**src/rtl/pio_latch_arbiter_pkg.sv**
```systemverilog
// Shared types and constants for the parallel-port latch arbiter.
// State encodings, idle data pattern and default timing limits.
package pio_latch_arbiter_pkg;

  typedef enum logic [1:0] {
    IDLE  = 2'd0,
    WAIT  = 2'd1,
    ISSUE = 2'd2,
    DONE  = 2'd3
  } arb_state_t;

  localparam logic [7:0] PIO_IDLE_DATA = 8'hff;
  localparam logic [7:0] PIO_ZERO_DATA = 8'h00;

  localparam int DEF_QUIET_CYCLES = 2;
  localparam int DEF_MAX_WAIT     = 1023;

  localparam int QUIET_W = 4;
  localparam int WAIT_W  = 10;

endpackage

```
**src/rtl/pio_latch_arbiter_sat_counter.sv**
```systemverilog
// Up-counter with synchronous clear that holds at LIMIT.
// Used for the CPU quiet window and the aux wait timer.
module sat_counter #(
  parameter int W     = 4,
  parameter int LIMIT = 2
) (
  input  logic         clk,
  input  logic         reset,
  input  logic         clr,
  input  logic         en,
  output logic [W-1:0] cnt
);

  localparam logic [W-1:0] LIM = W'(LIMIT);

  always_ff @(posedge clk or posedge reset) begin
    if (reset) begin
      cnt <= '0;
    end else if (clr) begin
      cnt <= '0;
    end else if (en && (cnt != LIM)) begin
      cnt <= cnt + W'(1);
    end
  end

endmodule

```
**src/rtl/pio_latch_arbiter.sv**
```systemverilog
// Shares one 6529-style port latch between the CPU bus and an aux master.
// CPU always wins with no added latency; aux issues only in quiet windows.
module pio_latch_arbiter
  import pio_latch_arbiter_pkg::*;
#(
  parameter int QUIET_CYCLES = DEF_QUIET_CYCLES,
  parameter int MAX_WAIT     = DEF_MAX_WAIT
) (
  input  logic       clk,
  input  logic       reset,
  input  logic       cpu_cs,
  input  logic       cpu_rw,
  input  logic [7:0] cpu_din,
  output logic [7:0] cpu_dout,
  input  logic       aux_req,
  input  logic       aux_rw,
  input  logic [7:0] aux_din,
  output logic [7:0] aux_dout,
  output logic       aux_ack,
  output logic       aux_busy,
  output logic       aux_starved,
  output logic       pio_cs,
  output logic       pio_rw,
  output logic [7:0] pio_din,
  input  logic [7:0] pio_dout
);

  localparam logic [QUIET_W-1:0] Q_LIM =
    QUIET_W'(QUIET_CYCLES);
  localparam logic [WAIT_W-1:0] W_LIM =
    WAIT_W'(MAX_WAIT);

  arb_state_t state;
  arb_state_t state_nxt;

  logic [QUIET_W-1:0] quiet_cnt;
  logic [WAIT_W-1:0]  wait_cnt;
  logic               wait_inc;
  logic               wait_clr;
  logic               aux_go;
  logic               starve_set;

  sat_counter #(
    .W     (QUIET_W),
    .LIMIT (QUIET_CYCLES)
  ) u_quiet (
    .clk   (clk),
    .reset (reset),
    .clr   (cpu_cs),
    .en    (1'b1),
    .cnt   (quiet_cnt)
  );

  sat_counter #(
    .W     (WAIT_W),
    .LIMIT (MAX_WAIT)
  ) u_wait (
    .clk   (clk),
    .reset (reset),
    .clr   (wait_clr),
    .en    (wait_inc),
    .cnt   (wait_cnt)
  );

  assign wait_clr = (state == IDLE);

  always_ff @(posedge clk or posedge reset) begin
    if (reset) begin
      state <= IDLE;
    end else begin
      state <= state_nxt;
    end
  end

  always_comb begin
    state_nxt  = state;
    wait_inc   = 1'b0;
    aux_go     = 1'b0;
    starve_set = 1'b0;
    unique case (state)
      IDLE: begin
        if (aux_req) begin
          state_nxt = WAIT;
        end
      end
      WAIT: begin
        if (!aux_req) begin
          state_nxt = IDLE;
        end else if ((quiet_cnt == Q_LIM) && !cpu_cs) begin
          state_nxt = ISSUE;
        end else begin
          wait_inc   = 1'b1;
          starve_set = (wait_cnt >= (W_LIM - WAIT_W'(1)));
        end
      end
      ISSUE: begin
        // A late CPU select pre-empts the slot; retry after a new window.
        if (cpu_cs) begin
          state_nxt = WAIT;
        end else begin
          aux_go    = 1'b1;
          state_nxt = DONE;
        end
      end
      DONE: begin
        state_nxt = IDLE;
      end
      default: begin
        state_nxt = IDLE;
      end
    endcase
  end

  always_comb begin
    pio_cs  = 1'b0;
    pio_rw  = 1'b1;
    pio_din = PIO_ZERO_DATA;
    if (cpu_cs) begin
      pio_cs  = 1'b1;
      pio_rw  = cpu_rw;
      pio_din = cpu_din;
    end else if (aux_go) begin
      pio_cs  = 1'b1;
      pio_rw  = aux_rw;
      pio_din = aux_din;
    end
  end

  assign cpu_dout = (cpu_cs && cpu_rw) ? pio_dout
                                       : PIO_IDLE_DATA;

  assign aux_ack  = (state == DONE);
  assign aux_busy = (state == WAIT) || (state == ISSUE);

  // Read data is the latch output before the edge closing ISSUE.
  always_ff @(posedge clk or posedge reset) begin
    if (reset) begin
      aux_dout <= PIO_IDLE_DATA;
    end else if (aux_go && aux_rw) begin
      aux_dout <= pio_dout;
    end
  end

  always_ff @(posedge clk or posedge reset) begin
    if (reset) begin
      aux_starved <= 1'b0;
    end else if (state == DONE) begin
      aux_starved <= 1'b0;
    end else if (starve_set) begin
      aux_starved <= 1'b1;
    end
  end

endmodule

```
**config.mk**
```make
export PLATFORM = sky130hd
export DESIGN_NAME = pio_latch_arbiter
export DESIGN_NICKNAME = d
export VERILOG_FILES = /design/src/rtl/pio_latch_arbiter_pkg.sv /design/src/rtl/pio_latch_arbiter_sat_counter.sv /design/src/rtl/pio_latch_arbiter.sv
export SDC_FILE = /design/constraint.sdc
export NUM_CORES = 1
export LEC_CHECK = 0
export ABC_AREA = 1
export CORE_MARGIN = 4
export CORE_UTILIZATION = 40
export DETAILED_ROUTE_END_ITERATION = 12
export PLACE_DENSITY = 0.74
export SYNTH_ARGS = -nofsm -noshare
export SYNTH_HDL_FRONTEND = slang
export SYNTH_SLANG_ARGS = --single-unit
```
**constraint.sdc**
```tcl
create_clock -name clk -period 2.55 [get_ports clk]
set_clock_uncertainty 0.05 [all_clocks]
set_input_delay 0.51 -clock clk [delete_from_list [all_inputs] [get_ports clk]]
set_output_delay 0.51 -clock clk [all_outputs]
set_load 0.01 [all_outputs]
```
# ---- After elaboration in Yosys (flattened, before gate mapping)
# Index checks and enable logic that the tools add are counted.
dict set report totals {
  register_bits 25
  out_inout_bits 29
  elab_cells 53
}
dict set report op_classes {
  add_sub_neg 2
  magnitude_cmp 1
  eq_ne 8
  muxes 26
  reduce_logical 11
}
# cell count
set op_table {}
lappend op_table {{8-bit 2-to-1 mux} 3}
lappend op_table {{10-bit 2-to-1 mux} 2}
lappend op_table {{1-bit 2-to-1 mux} 14}
lappend op_table {{10-bit by 1-bit adder with 10-bit output (second input constant)} 1}
lappend op_table {{10-bit >= comparator (second input constant)} 1}
lappend op_table {{10-bit inequality test (second input constant)} 1}
lappend op_table {{2-bit 2-to-1 mux} 4}
lappend op_table {{4-bit 2-to-1 mux} 2}
lappend op_table {{2-bit case mux with 4 select lines} 1}
lappend op_table {{2-bit nonzero test} 3}
lappend op_table {{4-bit by 1-bit adder with 4-bit output (second input constant)} 1}
lappend op_table {{2-bit == test (second input constant)} 2}
lappend op_table {{4-bit by 2-bit == test with 1-bit output (second input constant)} 1}
lappend op_table {{1-bit logical AND} 4}
lappend op_table {{4-bit by 2-bit inequality test with 1-bit output (second input constant)} 1}
lappend op_table {{3-bit inequality test (second input constant)} 1}
lappend op_table {{2-bit by 1-bit == test with 1-bit output (second input constant)} 1}
lappend op_table {{2-bit logical NOT} 1}
lappend op_table {{2-bit inequality test (second input constant)} 1}
lappend op_table {{2-bit AND reduction} 1}
lappend op_table {{1-bit logical NOT} 1}
lappend op_table {{1-bit logical OR} 1}

# ---- Depth between registers and ports, before layout
dict set report logic_depth {
  word_depth 8
  mapped_depth 10
  depth_no_buf 10
}

# ---- Hierarchy
# From an unflattened synthesis, not the netlist that was laid out.
dict set report unflattened {
  cells_unflattened 250
  hier_area_um2 1725.4
}
# mod instances cells_each area_per_inst_um2
set modules_own_cells {}
lappend modules_own_cells {pio_latch_arbiter 1 117 819.5}
lappend modules_own_cells {{sat_counter at u_wait} 1 100 654.4}
lappend modules_own_cells {{sat_counter at u_quiet} 1 33 251.5}

# ---- Worst setup path after synthesis
# Ideal clock, no wire load.
dict set report synth_path {
  path_kind {register -> output}
  startpoint {register state[0]}
  endpoint {output pio_din[0]}
  arrival_time_ns 1.036
  t_required_ns 1.990
  setup_slack_ns 0.954
  stages_incl_launch_ff 6
  n_path_buf 0
  path_cell_list {dfrtp_1 -> inv_1 -> ha_1 -> inv_1 -> nor2_4 -> a22o_1}
}
dict set report synth_between {
  elab_chain_cells 4
}
# item line
set synth_lines {}
lappend synth_lines {{from (decl)} pio_latch_arbiter.sv:33} ;# arb_state_t state;
lappend synth_lines {{from (signal assigned)} pio_latch_arbiter.sv:71} ;# state <= state_nxt;
lappend synth_lines {{2-bit == test} pio_latch_arbiter.sv:80} ;# unique case (state)
lappend synth_lines {{1-bit 2-to-1 mux} pio_latch_arbiter.sv:80}
lappend synth_lines {{8-bit 2-to-1 mux} pio_latch_arbiter.sv:122} ;# end else if (aux_go) begin
lappend synth_lines {{8-bit 2-to-1 mux} pio_latch_arbiter.sv:118} ;# if (cpu_cs) begin
lappend synth_lines {{to (decl)} pio_latch_arbiter.sv:24} ;# output logic [7:0] pio_din,
# Every way passes these cells.

# ---- Final worst setup path
dict set report layout_path {
  startpoint {register state[0]}
  endpoint {output pio_din[2]}
}
# Same word-level chain as after synthesis.

==> results.md <==
* Number of antenna violations at the first check in global routing at 0
* Antenna diode count at 0
* Final WL at 3830 um
* Mapped Cells at 198
* GRT Util Overall at 16.2%
* Switch Pwr at 607 uW
* Cts bufs inserted at 3
* Required arrival time at the worst endpoint at 1.99 ns
* GP Congestion at 0.821
* Cell depth of the worst setup path at 6
* Number of buffer and inverter stages on the critical path at 3
* Count of cell types in the netlist at 24
* Fillers at 348
* Cell type with the largest total area after synthesis: dfrtp_1
* Share of power burned in registers at 38.1%
* Most area-consuming cells after synthesis: dfrtp_1 (28%), nand2_1 (15%), dfstp_2 (14%)
* Cell type group with the largest total delay on the critical path: buffers and inverters
* Largest fanout on the critical path at 4
* Status: finished clean
* YS warnings at 0
* Arrival time worst endpoint at 1.90 ns
* Min-Delay Path Depth at 2
* Clock Sink Count at 25
* Final net count at 304
* Worst-path clk slew at 0.09 ns
* Final HPWL from detailed placement at 3010 um
* Count of input and output buffers at 58
* Worst voltage drop across the vdd grid at 0.408 mV
* Register-to-Register Path Depth at 8
* Combinational cell fraction of total power at 47.2%
* Cell with the largest stage delay on the worst path: clkdlybuf4s50_1
* RSZ-0062 raised after global routing: true
* Vias in the first global route at 1507
* Standard-cell rows at 22
* Max-slew headroom at 71.4%
* Series of cell instances along the critical path: inv_1 -> ha_1 -> inv_1 -> nor2_2 -> a22o_1 -> clkdlybuf4s50_1
* Initial standard-cell utilization of the core at 41.6%
* Transition time at the pin with the least slew margin at 0.427 ns
* Category of the worst setup path capture point: output pin
* Sequential area share after synthesis at 41.5%
* Maximum number of pins on one net before global-route repair at 26
* Min cycle time layout at 2.46 ns
* Commonest non-fill, non-tap cell in the layout: nand2_1
* Multi-input logic area at 769 sq um
* Routed length per placed instance at 12.2 um
* Total design power at 1620 uW
* Horizontal extent of the die at 69.9 um
* WL met1 at 1740 um
* First-pass detailed-route iteration total at 4
* Root cell of the clock tree: clkbuf_8
* Setup slack of the worst register-to-register path at 0.71 ns
* DR top layer: met4
* Crit Path Class: register to output pin
* Internal Pwr Total at 1010 uW
* Reg-to-reg critical path startpoint: state[0]
* Area taken by flip-flops and latches at 636 sq um
* WL met3 at 107 um
* Longest Clk Path Bufs at 2
* Synthesized area per cell at 7.74 sq um
* Slowest cell delay on critical path at 0.53 ns
* CTS tree: built
* Pwr Density at 714 nW/um^2
* Fraction of post-synthesis cell area in the top cell type by area at 27.8%
* Switching share of power at 37.4%
* Final Hold Vio Count at 0
* Launching element type of the critical path: register
* End of the critical path: pio_din[2]
* Overall die height at 69.9 um
* Library cell appearing most often on the critical path: inv_1
* Proportion of layout cells with a drive suffix above 1 at 12.5%
* Max-cap check violation count at 0
* Worst r2r dst: aux_dout[6]
* Syn Nets at 236
* Total length of routed met2 wires at 1940 um
* Highest-count cells in the layout ignoring fill and taps: nand2_1 (60), clkdlybuf4s50_1 (53), inv_1 (28), dfrtp_1 (17)
* Violation count after the first detailed-routing iteration at 45
* Flip-flop and latch count after synthesis at 25
* Total via count in the routed design at 1454
* Drt drc at 0
* Max-slew violation count at 0
* Area Growth Syn to Fin at 48.2%
* Summed negative setup slack over all endpoints at 0 ns
* Maximum level of the CTS H-tree at 1
* Antenna-violating nets left at 0
* Die outline area at 4890 sq um
* Top achievable clock speed at 0.406 GHz
* Global-route congestion overflow total at 0
* Worst-Skew Late Latency at 0.27 ns
* Crit. Startpoint: state[0]
* Number of placed I/O pins at 59
* Global-route wire length before repair at 6590 um
* Final period utilization at 96.6%
* Quantity of hold-fixing buffers added after cts at 0
* Static leakage at 0.00112 uW
* Vias per Instance at 4.65
* Hold Startpoint: aux_dout[0]
* Count of final setup violators at 0
* Worst hold path class: register to register
* Core Box Area at 3690 sq um
* Clock network fraction of design power at 14.7%
* Area of the mapped netlist at 1530 sq um
[sequential cells by signal (all words and copies together) (netlist names)]
register,cells
u_wait.cnt,10
u_quiet.cnt,4
aux_starved,1
aux_dout,8
state,2
[power groups by stage]
| stage | registers (uW) | clock network, uW | logic (uW) |
|---|---|---|---|
| 2_1_floorplan | 648 | 0 | 377 |
| 3_3_place_gp | 620 | 0 | 754 |
| 3_5_place_dp | 623 | 0 | 768 |
| 4_1_cts | 618 | 244 | 774 |
| 5_1_grt | 638 | 258 | 851 |
| 6_report | 617 | 239 | 766 |
[cell type report]
class                   instances  area share [%]
clock buffers                   3            1.82
clock inverters                 1           0.220
inverters                      31            5.23
multi-input cells             140            33.9
flip-flops and latches         25            28.0
well taps                      48            2.64
repair buffers                 65            28.2
[metal layers]
metal	global-route usage [%]	up-vias
met5	0	-
met4	5.32	0
met3	2.16	4
met2	28.6	25
met1	20.4	658
li1	-	767
[metrics by stage]
step                hold WS, ns  util [%]  std cells  area, sq um  setup WS, ns
global route              0.444      61.6        313         2270       -0.0304
detailed placement        0.421      59.5        306         2200       -0.0626
finish                    0.428      61.6        313         2270        0.0871
floorplan                 0.428         -        198         1530         0.954
CTS                       0.432      61.0        311         2250        0.0152
global placement          0.412      59.5        306         2200       -0.0469
[cell usage after synthesis (all sizes together)]
cell type / n
nand3: 13
xor2: 2
o21bai: 1
dfstp: 8
xnor2: 1
inv: 31
o21ai: 14
nor2: 14
nand4: 9
or2: 2
nand2: 63
ha: 8
dfrtp: 17
a21oi: 3
nor3: 1
a22o: 8
buf: 3
[worst min-delay path by stage]
| stage | endpoint |
|---|---|
| 6_report | aux_dout[0] |
| 5_1_grt | aux_dout[0] |
| 4_1_cts | aux_dout[0] |
| 3_5_place_dp | aux_dout[0] |
| 3_3_place_gp | aux_dout[7] |
| 2_1_floorplan | aux_dout[0] |
[repair_timing]
item | in CTS | in global routing
gates cloned | 0 | 1
buffers inserted | 1 | 1
setup endpoints to repair | 16 | 8
pin swaps | 1 | 1
resized for setup | 2 | 4
[kinds of logic after synthesis]
group           after synthesis  synth area share (%)
compound gates               26                  11.3
xor+xnor                      3                  1.71
fa+ha+maj                     8                  6.53
buf+inv                      34                  8.73
flops                        25                  41.5
simple gates                102                  30.2
[tightest hold or removal path, stage by stage, from the launching register on]
cell and delay [ns]:
dfstp_2 0.38, nand2_1 0.05, o21ai_1 0.05
No activity file was read; power rests on OpenSTA's default activity.
